File: src/rtl/mult_sched_pkg.sv
// Shared state encoding and default widths for the multiplier job sequencer.
package mult_sched_pkg;

    localparam int DEFAULT_DATA_WIDTH = 32;
    localparam int DEFAULT_CNT_WIDTH  = 16;

    typedef enum logic [3:0] {
        IDLE,
        RD_A,
        CAP_A,
        RD_B,
        CAP_B,
        START,
        WAIT,
        WR_LO,
        WR_HI
    } sched_state_t;

endpackage

File: src/rtl/mult_fifo_scheduler.sv
// Sequences one multiplication at a time: pop A then B from the operand FIFO,
// start the multiplier, wait for done, and push the product low word first.
module mult_fifo_scheduler
    import mult_sched_pkg::*;
#(
    parameter int DATA_WIDTH = DEFAULT_DATA_WIDTH,
    parameter int CNT_WIDTH  = DEFAULT_CNT_WIDTH
) (
    input  logic                    clk,
    input  logic                    rst,
    input  logic                    enable,
    input  logic                    in_empty,
    output logic                    in_r_en,
    input  logic [DATA_WIDTH-1:0]   in_data,
    output logic                    mul_start,
    output logic [DATA_WIDTH-1:0]   mul_a,
    output logic [DATA_WIDTH-1:0]   mul_b,
    input  logic                    mul_done,
    input  logic [2*DATA_WIDTH-1:0] mul_result,
    input  logic                    out_full,
    output logic                    out_w_en,
    output logic [DATA_WIDTH-1:0]   out_data,
    output logic                    busy,
    output logic [CNT_WIDTH-1:0]    job_count
);

    sched_state_t            state;
    logic [DATA_WIDTH-1:0]   a_reg;
    logic [DATA_WIDTH-1:0]   b_reg;
    logic [2*DATA_WIDTH-1:0] result;

    // NOTE: every register here is written with <= so all state updates see
    // the pre-edge values, regardless of statement order in the block.
    always_ff @(posedge clk or posedge rst) begin
        if (rst) begin
            state     <= IDLE;
            a_reg     <= '0;
            b_reg     <= '0;
            result    <= '0;
            job_count <= '0;
        end else begin
            case (state)
                IDLE: begin
                    if (enable) state <= RD_A;
                end
                RD_A: begin
                    if (!in_empty) state <= CAP_A;
                end
                CAP_A: begin
                    a_reg <= in_data;
                    state <= RD_B;
                end
                RD_B: begin
                    if (!in_empty) state <= CAP_B;
                end
                CAP_B: begin
                    b_reg <= in_data;
                    state <= START;
                end
                START: begin
                    state <= WAIT;
                end
                WAIT: begin
                    if (mul_done) begin
                        result <= mul_result;
                        state  <= WR_LO;
                    end
                end
                WR_LO: begin
                    if (!out_full) state <= WR_HI;
                end
                WR_HI: begin
                    if (!out_full) begin
                        job_count <= job_count + 1'b1;
                        state     <= enable ? RD_A : IDLE;
                    end
                end
                default: begin
                    state <= IDLE;
                end
            endcase
        end
    end

    // Strobes follow the FIFO flags in the same cycle, so a stall never
    // costs an extra cycle once the flag clears.
    assign in_r_en   = ((state == RD_A) || (state == RD_B)) && !in_empty;
    assign out_w_en  = ((state == WR_LO) || (state == WR_HI)) && !out_full;
    assign mul_start = (state == START);
    assign busy      = (state != IDLE);

    assign mul_a    = a_reg;
    assign mul_b    = b_reg;
    assign out_data = (state == WR_HI) ? result[2*DATA_WIDTH-1:DATA_WIDTH]
                                       : result[DATA_WIDTH-1:0];

endmodule

File: config.mk
export PLATFORM = sky130hd
export DESIGN_NAME = mult_fifo_scheduler
export DESIGN_NICKNAME = d
export VERILOG_FILES = /design/src/rtl/mult_sched_pkg.sv /design/src/rtl/mult_fifo_scheduler.sv
export SDC_FILE = /design/constraint.sdc
export NUM_CORES = 1
export LEC_CHECK = 0
export ABC_AREA = 1
export CAP_MARGIN = 20
export CORE_MARGIN = 2
export CORE_UTILIZATION = 43
export CTS_BUF_LIST = sky130_fd_sc_hd__clkbuf_8
export DETAILED_ROUTE_END_ITERATION = 16
export PLACE_DENSITY_LB_ADDON = 0.1
export SKIP_LAST_GASP = 1
export SYNTH_ARGS = -nofsm -noshare
export SYNTH_HDL_FRONTEND = slang
export SYNTH_SLANG_ARGS = --single-unit
File: constraint.sdc
create_clock -name clk -period 5 [get_ports clk]
set_clock_uncertainty 0.2 [all_clocks]
set_input_delay 0.75 -clock clk [delete_from_list [all_inputs] [get_ports clk]]
set_output_delay 0.75 -clock clk [all_outputs]
set_load 0.01 [all_outputs]
==> flow_summary.html, run 1 <==
<table>
<tr><th>Metric</th><th>Value</th></tr>
<tr><th colspan="2">Critical path</th></tr>
<tr><td>Worst endpoint data arrival time</td><td>2.87 ns</td></tr>
<tr><td>Data required time at the worst endpoint</td><td>4.05 ns</td></tr>
<tr><td>Startpoint kind of the worst setup timing path</td><td>flip-flop</td></tr>
<tr><td>Reg-to-reg critical path startpoint</td><td>state[2]</td></tr>
<tr><td>WS Path Type</td><td>flip-flop to output pin</td></tr>
<tr><td>Crit. End Element</td><td>output pin</td></tr>
<tr><td>Register-to-register setup slack</td><td>2.58 ns</td></tr>
<tr><td>Maximum fanout encountered on the critical timing path</td><td>64</td></tr>
<tr><td>Launching element of the worst setup path</td><td>state[0]</td></tr>
<tr><th colspan="2">Pwr</th></tr>
<tr><td>Max VDD drop</td><td>268.4 uV</td></tr>
<tr><td>Reported leakage power</td><td>4.444 nW</td></tr>
<tr><td>Total power draw</td><td>5.359 mW</td></tr>
<tr><td>PwrDens</td><td>582.3 nW/um2</td></tr>
<tr><th colspan="2">Clock tree</th></tr>
<tr><td>Clock Sink Count</td><td>148</td></tr>
<tr><td>Count of buffers added by post-CTS timing repair for setup</td><td>0</td></tr>
<tr><td>Clock slew at reported path FFs</td><td>0.08 ns</td></tr>
<tr><td>CTS tree</td><td>built</td></tr>
<tr><td>Number of buffers created by CTS</td><td>17</td></tr>
<tr><td>Worst skew pair latency</td><td>0.45 ns</td></tr>
<tr><td>Max clock buf depth</td><td>2</td></tr>
<tr><td>Number of gates resized after CTS</td><td>0</td></tr>
<tr><td>Quantity of hold-fixing buffers added after cts</td><td>0</td></tr>
<tr><td>Clock tree root driver cell</td><td>sky130_fd_sc_hd__clkbuf_8</td></tr>
<tr><td>H-Tree Depth</td><td>4</td></tr>
<tr><th colspan="2">STA</th></tr>
<tr><td>Final worst-path cycle share</td><td>76.37%</td></tr>
<tr><td>Number of max-slew violations in the final report</td><td>0</td></tr>
<tr><td>Min cycle time layout</td><td>3.818 ns</td></tr>
<tr><td>Actual transition at the worst max-transition pin</td><td>0.9914 ns</td></tr>
<tr><td>Fmax</td><td>261.9 MHz</td></tr>
<tr><td>Final setup violation count</td><td>0</td></tr>
<tr><td>Headroom to the max-slew limit</td><td>33.67%</td></tr>
<tr><td>Final Worst Setup Slack</td><td>1.182 ns</td></tr>
<tr><td>Final-report hold violation count</td><td>0</td></tr>
<tr><td>Setup TNS</td><td>0 ns</td></tr>
<tr><td>Unrepaired setup endpoints after global routing</td><td>no</td></tr>
<tr><td>Worst hold slack after final layout</td><td>0.2856 ns</td></tr>
<tr><th colspan="2">Global route</th></tr>
<tr><td>Global route total overflow</td><td>0</td></tr>
<tr><td>Via count of the first global-routing pass</td><td>5158</td></tr>
<tr><td>Initial antenna violation count</td><td>0</td></tr>
<tr><td>Wire length of the first global-routing pass</td><td>25870 um</td></tr>
<tr><td>Total routing resource utilization after global routing</td><td>20.46%</td></tr>
<tr><td>Pin count of the biggest net entering global routing</td><td>107</td></tr>
<tr><th colspan="2">Finish</th></tr>
<tr><td>Post-layout instance count excluding filler cells</td><td>1080</td></tr>
<tr><td>Final core utilization</td><td>63.08%</td></tr>
<tr><td>Final net count</td><td>986</td></tr>
<tr><td>Commonest non-fill, non-tap cell in the layout</td><td>sky130_fd_sc_hd__clkdlybuf4s50_1</td></tr>
<tr><td>Fraction of layout instances using a drive strength above 1</td><td>9.487%</td></tr>
<tr><td>Commonest non-fill, non-tap cells in the layout</td><td>sky130_fd_sc_hd__clkdlybuf4s50_1 (217), sky130_fd_sc_hd__nand2_1 (152), sky130_fd_sc_hd__dfrtp_1 (148)</td></tr>
<tr><td>Design area</td><td>9203 um2</td></tr>
<tr><td>Total inserted antenna cells</td><td>0</td></tr>
<tr><td>Filler Cells Inserted</td><td>1216</td></tr>
<tr><td>P&amp;R area growth vs syn</td><td>42.51%</td></tr>
<tr><th colspan="2">Routing</th></tr>
<tr><td>1st-iter DRT viols</td><td>240</td></tr>
<tr><td>Iteration count of the initial detailed-routing pass</td><td>4</td></tr>
<tr><td>Via/cell ratio</td><td>4.785</td></tr>
<tr><td>Number of antenna-violating nets in the routed design</td><td>0</td></tr>
<tr><td>DRC viols</td><td>0</td></tr>
<tr><td>Drt wl/cell</td><td>14.99 um</td></tr>
<tr><td>Via count</td><td>5168</td></tr>
<tr><td>Overall routed net length</td><td>16190 um</td></tr>
<tr><th colspan="2">Status</th></tr>
<tr><td>Outcome</td><td>finished, final reports clean</td></tr>
<tr><th colspan="2">Min path</th></tr>
<tr><td>Start point of the worst hold path</td><td>mul_a[2]</td></tr>
<tr><td>Class of the worst hold path</td><td>flip-flop to flip-flop</td></tr>
<tr><th colspan="2">Place</th></tr>
<tr><td>Total placed instance area</td><td>8718 um2</td></tr>
<tr><td>IO buf count</td><td>217</td></tr>
<tr><td>Detail Placement HPWL</td><td>11400 um</td></tr>
<tr><td>Worst-case setup slack after placement</td><td>1.636 ns</td></tr>
<tr><td>Cell total after placement</td><td>1046</td></tr>
<tr><td>GPL Wtd Cong</td><td>0.7870</td></tr>
<tr><th colspan="2">Synthesis</th></tr>
<tr><td>Cells after synthesis</td><td>671</td></tr>
<tr><td>Post-synthesis cell area</td><td>6457 um2</td></tr>
<tr><td>Number of library cell types mapped by synthesis</td><td>23</td></tr>
<tr><td>Post-synthesis sequential element count</td><td>148</td></tr>
<tr><td>Avg Cell Area, Syn</td><td>9.624 um2</td></tr>
<tr><td>Synthesized netlist net count</td><td>774</td></tr>
<tr><td>Seq/Total Area, Yosys</td><td>57.35%</td></tr>
<tr><td>Synth Warn #</td><td>0</td></tr>
<tr><th colspan="2">Die</th></tr>
<tr><td>Starting density of the core</td><td>44.26%</td></tr>
<tr><td>Die area</td><td>16010 um2</td></tr>
<tr><td>Horizontal die dimension</td><td>126.5 um</td></tr>
<tr><td>Core area</td><td>14590 um2</td></tr>
<tr><td>I/O pin total</td><td>218</td></tr>
<tr><td>Die Y-Extent</td><td>126.5 um</td></tr>
<tr><td>Number of placement rows</td><td>44</td></tr>
<tr><th colspan="2">Flow run</th></tr>
<tr><td>Maximum capacitance violations</td><td>0</td></tr>
</table>
==> flip-flops by register name, indices dropped and copies added, names as in the netlist <==
name       flops
result        64
state          4
mul_b         32
mul_a         32
job_count     16
==> where the power goes <==
part           switching, mW  internal, mW  total (mW)
sequential             0.306          1.73        2.03
combinational           1.04          1.26        2.30
clock                  0.454         0.568        1.02
==> synth_stat cells <==
| cell | number | area (um2) |
|---|---|---|
| sky130_fd_sc_hd__nand2_1 | 152 | 570.6 |
| sky130_fd_sc_hd__dfrtp_1 | 148 | 3704 |
| sky130_fd_sc_hd__o21ai_0 | 101 | 505.5 |
| sky130_fd_sc_hd__inv_1 | 83 | 311.6 |
| sky130_fd_sc_hd__nor2_1 | 50 | 187.7 |
| sky130_fd_sc_hd__mux2_4 | 34 | 510.5 |
| sky130_fd_sc_hd__a21oi_1 | 31 | 155.2 |
| sky130_fd_sc_hd__clkbuf_1 | 16 | 60.06 |
| sky130_fd_sc_hd__nand3_1 | 10 | 50.05 |
| sky130_fd_sc_hd__buf_6 | 7 | 78.83 |
| sky130_fd_sc_hd__buf_2 | 6 | 30.03 |
| sky130_fd_sc_hd__nor2_4 | 6 | 67.56 |
| sky130_fd_sc_hd__xor2_1 | 6 | 52.55 |
| sky130_fd_sc_hd__nand2_2 | 4 | 25.02 |
| sky130_fd_sc_hd__nand4_1 | 4 | 25.02 |
| sky130_fd_sc_hd__mux2_2 | 2 | 22.52 |
| sky130_fd_sc_hd__nand3_4 | 2 | 35.03 |
| sky130_fd_sc_hd__nand3b_1 | 2 | 15.01 |
| sky130_fd_sc_hd__o21ai_1 | 2 | 10.01 |
| sky130_fd_sc_hd__xnor2_1 | 2 | 17.52 |
| sky130_fd_sc_hd__ha_1 | 1 | 12.51 |
| sky130_fd_sc_hd__nor3_1 | 1 | 5.000 |
| sky130_fd_sc_hd__o22ai_1 | 1 | 6.260 |
==> final timing paths <==
check	to	cells after the start
setup / recovery	out_data[15]	4
setup reg to reg	result[25]	5
max in group asynchronous	mul_b[7]	3
min in group asynchronous	job_count[7]	2
hold reg to reg	mul_a[2]	2
hold / removal	mul_a[2]	2
==> cells by family after synthesis <==
logic type | Yosys count | share of synthesized area [%]
compound gates | 135 | 10.48
mux | 36 | 8.254
buf+inv | 112 | 7.441
fa+ha+maj | 1 | 0.1937
flops | 148 | 57.35
simple gates | 231 | 15.19
xor+xnor | 8 | 1.085
==> critical path: stages, from the launching register on <==
cell and delay, ns:
sky130_fd_sc_hd__dfrtp_1 0.50, sky130_fd_sc_hd__nor2_4 0.26, sky130_fd_sc_hd__nand2_2 0.59, sky130_fd_sc_hd__o21ai_0 0.46
sky130_fd_sc_hd__clkdlybuf4s50_1 0.60
==> area by class of cell <==
| type | instances | area, um2 | share of cell area, % |
|---|---|---|---|
| Clock buffer | 19 | 261.5 | 2.842 |
| Clock inverter | 13 | 182.7 | 1.985 |
| Inverter | 83 | 316.6 | 3.440 |
| Multi-Input combinational cell | 411 | 2273 | 24.70 |
| Sequential cell | 148 | 3704 | 40.24 |
| Tap cell | 184 | 230.2 | 2.502 |
| Timing Repair Buffer | 222 | 2235 | 24.28 |
==> layer usage <==
layer / vias up / part of all wire [%] / global-route usage [%] / routed length (um)
li1: 2550 / - / - / -
met1: 2438 / 41 / 24.53 / 6604
met2: 157 / 48 / 33.06 / 7829
met3: 23 / 8.6 / 8.056 / 1394
met4: 0 / 2.2 / 8.403 / 359
met5: - / 0 / 0 / 0
(Power assumes the default switching activity.)
==> run 2, diff against run 1 <==
--- a/config.mk
+++ b/config.mk
@@ -8,7 +8,7 @@
 export ABC_AREA = 1
 export CAP_MARGIN = 20
 export CORE_MARGIN = 2
-export CORE_UTILIZATION = 43
+export CORE_UTILIZATION = 47
 export CTS_BUF_LIST = sky130_fd_sc_hd__clkbuf_8
 export DETAILED_ROUTE_END_ITERATION = 16
 export PLACE_DENSITY_LB_ADDON = 0.1
==> constraint.sdc (replaced) <==
create_clock -name clk -period 3.9 [get_ports clk]
set_clock_uncertainty 0.2 [all_clocks]
set_input_delay 0.585 -clock clk [delete_from_list [all_inputs] [get_ports clk]]
set_output_delay 0.585 -clock clk [all_outputs]
set_load 0.01 [all_outputs]
==> run 2 against run 1 <==
Net effect:
- via count is 0.81% higher
- critical path depth is 1 higher
- design area is 0.16% lower
- hold slack better by 0.0048 ns
- first-iteration DRC count is 27% higher
==> flow_summary.html, run 2 (same netlist as run 1, synthesis figures left out) <==
<table>
<tr><th>Metric</th><th>Value</th></tr>
<tr><th colspan="2">Status</th></tr>
<tr><td>Outcome</td><td>finished, final reports clean</td></tr>
<tr><th colspan="2">STA</th></tr>
<tr><td>Setup TNS</td><td>0 ns</td></tr>
<tr><td>Number of max-slew violations in the final report</td><td>0</td></tr>
<tr><td>Actual transition at the worst max-transition pin</td><td>1.037 ns</td></tr>
<tr><td>Final setup violation count</td><td>0</td></tr>
<tr><td>Final-report hold violation count</td><td>0</td></tr>
<tr><td>Unrepaired setup endpoints after global routing</td><td>no</td></tr>
<tr><td>Min cycle time layout</td><td>3.463 ns</td></tr>
<tr><td>Headroom to the max-slew limit</td><td>30.59%</td></tr>
<tr><td>Final worst-path cycle share</td><td>88.79%</td></tr>
<tr><td>Fmax</td><td>288.8 MHz</td></tr>
<tr><td>Final Worst Setup Slack</td><td>0.4373 ns</td></tr>
<tr><th colspan="2">Die</th></tr>
<tr><td>Number of placement rows</td><td>42</td></tr>
<tr><td>Core area</td><td>13350 um2</td></tr>
<tr><td>Horizontal die dimension</td><td>121.2 um</td></tr>
<tr><td>I/O pin total</td><td>218</td></tr>
<tr><td>Die area</td><td>14690 um2</td></tr>
<tr><td>Die Y-Extent</td><td>121.2 um</td></tr>
<tr><td>Starting density of the core</td><td>48.38%</td></tr>
<tr><th colspan="2">Critical path</th></tr>
<tr><td>Data required time at the worst endpoint</td><td>3.12 ns</td></tr>
<tr><td>Maximum fanout encountered on the critical timing path</td><td>33</td></tr>
<tr><td>WS Path Type</td><td>flip-flop to output pin</td></tr>
<tr><td>Crit. End Element</td><td>output pin</td></tr>
<tr><td>Worst endpoint data arrival time</td><td>2.68 ns</td></tr>
<tr><td>Startpoint kind of the worst setup timing path</td><td>flip-flop</td></tr>
<tr><th colspan="2">Clock tree</th></tr>
<tr><td>Number of gates resized after CTS</td><td>0</td></tr>
<tr><td>Quantity of hold-fixing buffers added after cts</td><td>0</td></tr>
<tr><td>Clock slew at reported path FFs</td><td>0.08 ns</td></tr>
<tr><td>Count of buffers added by post-CTS timing repair for setup</td><td>0</td></tr>
<tr><td>Number of buffers created by CTS</td><td>17</td></tr>
<tr><td>Worst skew pair latency</td><td>0.44 ns</td></tr>
<tr><td>Clock Sink Count</td><td>148</td></tr>
<tr><td>Max clock buf depth</td><td>2</td></tr>
<tr><td>Clock tree root driver cell</td><td>sky130_fd_sc_hd__clkbuf_8</td></tr>
<tr><td>CTS tree</td><td>built</td></tr>
<tr><td>H-Tree Depth</td><td>4</td></tr>
<tr><th colspan="2">Finish</th></tr>
<tr><td>P&amp;R area growth vs syn</td><td>42.28%</td></tr>
<tr><td>Fraction of layout instances using a drive strength above 1</td><td>9.284%</td></tr>
<tr><td>Top reg by flops</td><td>result</td></tr>
<tr><td>Design area</td><td>9188 um2</td></tr>
<tr><td>Flip-flop count of the largest register after layout</td><td>64</td></tr>
<tr><td>Filler Cells Inserted</td><td>1071</td></tr>
<tr><td>Commonest non-fill, non-tap cells in the layout</td><td>sky130_fd_sc_hd__clkdlybuf4s50_1 (217), sky130_fd_sc_hd__nand2_1 (152), sky130_fd_sc_hd__dfrtp_1 (148)</td></tr>
<tr><td>Total inserted antenna cells</td><td>0</td></tr>
<tr><td>Final net count</td><td>984</td></tr>
<tr><td>Commonest non-fill, non-tap cell in the layout</td><td>sky130_fd_sc_hd__clkdlybuf4s50_1</td></tr>
<tr><td>Final core utilization</td><td>68.83%</td></tr>
<tr><th colspan="2">Min path</th></tr>
<tr><td>Class of the worst hold path</td><td>flip-flop to flip-flop</td></tr>
<tr><th colspan="2">Place</th></tr>
<tr><td>GPL Wtd Cong</td><td>0.8014</td></tr>
<tr><td>Worst-case setup slack after placement</td><td>0.8873 ns</td></tr>
<tr><td>IO buf count</td><td>217</td></tr>
<tr><td>Total placed instance area</td><td>8745 um2</td></tr>
<tr><td>Detail Placement HPWL</td><td>11030 um</td></tr>
<tr><th colspan="2">Global route</th></tr>
<tr><td>Initial antenna violation count</td><td>0</td></tr>
<tr><td>Total routing resource utilization after global routing</td><td>22.04%</td></tr>
<tr><td>Via count of the first global-routing pass</td><td>5228</td></tr>
<tr><td>Wire length of the first global-routing pass</td><td>25320 um</td></tr>
<tr><td>Pin count of the biggest net entering global routing</td><td>149</td></tr>
<tr><td>Global route total overflow</td><td>0</td></tr>
<tr><th colspan="2">Pwr</th></tr>
<tr><td>Max VDD drop</td><td>441.1 uV</td></tr>
<tr><td>Total power draw</td><td>6.813 mW</td></tr>
<tr><td>Reported leakage power</td><td>4.432 nW</td></tr>
<tr><td>PwrDens</td><td>741.6 nW/um2</td></tr>
<tr><th colspan="2">Routing</th></tr>
<tr><td>Via/cell ratio</td><td>4.869</td></tr>
<tr><td>1st-iter DRT viols</td><td>305</td></tr>
<tr><td>Overall routed net length</td><td>15710 um</td></tr>
<tr><td>Number of antenna-violating nets in the routed design</td><td>0</td></tr>
<tr><td>Via count</td><td>5210</td></tr>
<tr><td>Drt wl/cell</td><td>14.68 um</td></tr>
<tr><td>Iteration count of the initial detailed-routing pass</td><td>4</td></tr>
<tr><td>DRC viols</td><td>0</td></tr>
<tr><th colspan="2">Flow run</th></tr>
<tr><td>Maximum capacitance violations</td><td>0</td></tr>
</table>
## run 2: path summary, 6_finish.rpt
check                          endpoint     start  cells after the start  slack, ns
max in group asynchronous     result[8]       rst                      3       2.34
min in group asynchronous    result[23]       rst                      3       0.51
setup reg to reg              mul_a[28]  state[2]                      3       1.66
hold / removal                 mul_a[8]  mul_a[8]                      2       0.29
setup / recovery           out_data[21]  state[0]                      5       0.44
hold reg to reg                mul_a[8]  mul_a[8]                      2       0.29
## run 2: final cells by class
type | instances | area (um2) | area share, %
flip-flops and latches | 148 | 3704 | 40.31
multi-input cells | 411 | 2273 | 24.74
repair buffers | 220 | 2232 | 24.30
inverters | 83 | 315.3 | 3.432
clock buffers | 19 | 261.5 | 2.846
well taps | 176 | 220.2 | 2.397
clock inverters | 13 | 181.4 | 1.975
## run 2: through the flow
| stage | instances | hold WS (ns) |
|---|---|---|
| floorplan | 671 | 0.2757 |
| global placement | 1038 | 0.2650 |
| detailed placement | 1038 | 0.2736 |
| CTS | 1070 | 0.2919 |
| global route | 1070 | 0.3119 |
| finish | 1070 | 0.2904 |
## run 2: report_power, final
group	internal, mW	switching [mW]
Clock	0.729	0.573
Combinational	1.59	1.33
Sequential	2.22	0.371
Total	4.54	2.27
## run 2: critical path, cell delays in order (launching register included)
cell	delay (ns)
sky130_fd_sc_hd__dfrtp_1	0.50
sky130_fd_sc_hd__nor2_4	0.25
sky130_fd_sc_hd__nand2_2	0.40
sky130_fd_sc_hd__buf_12	0.32
sky130_fd_sc_hd__o21ai_0	0.19
sky130_fd_sc_hd__clkdlybuf4s50_1	0.57
## run 2: layer usage
layer / up-vias / global-route usage, % / wire (um)
li1: 2540 / - / -
met5: - / 0 / 0
met2: 171 / 34.87 / 7549
met4: 0 / 7.974 / 250
met1: 2477 / 27.58 / 6490
met3: 22 / 8.553 / 1419
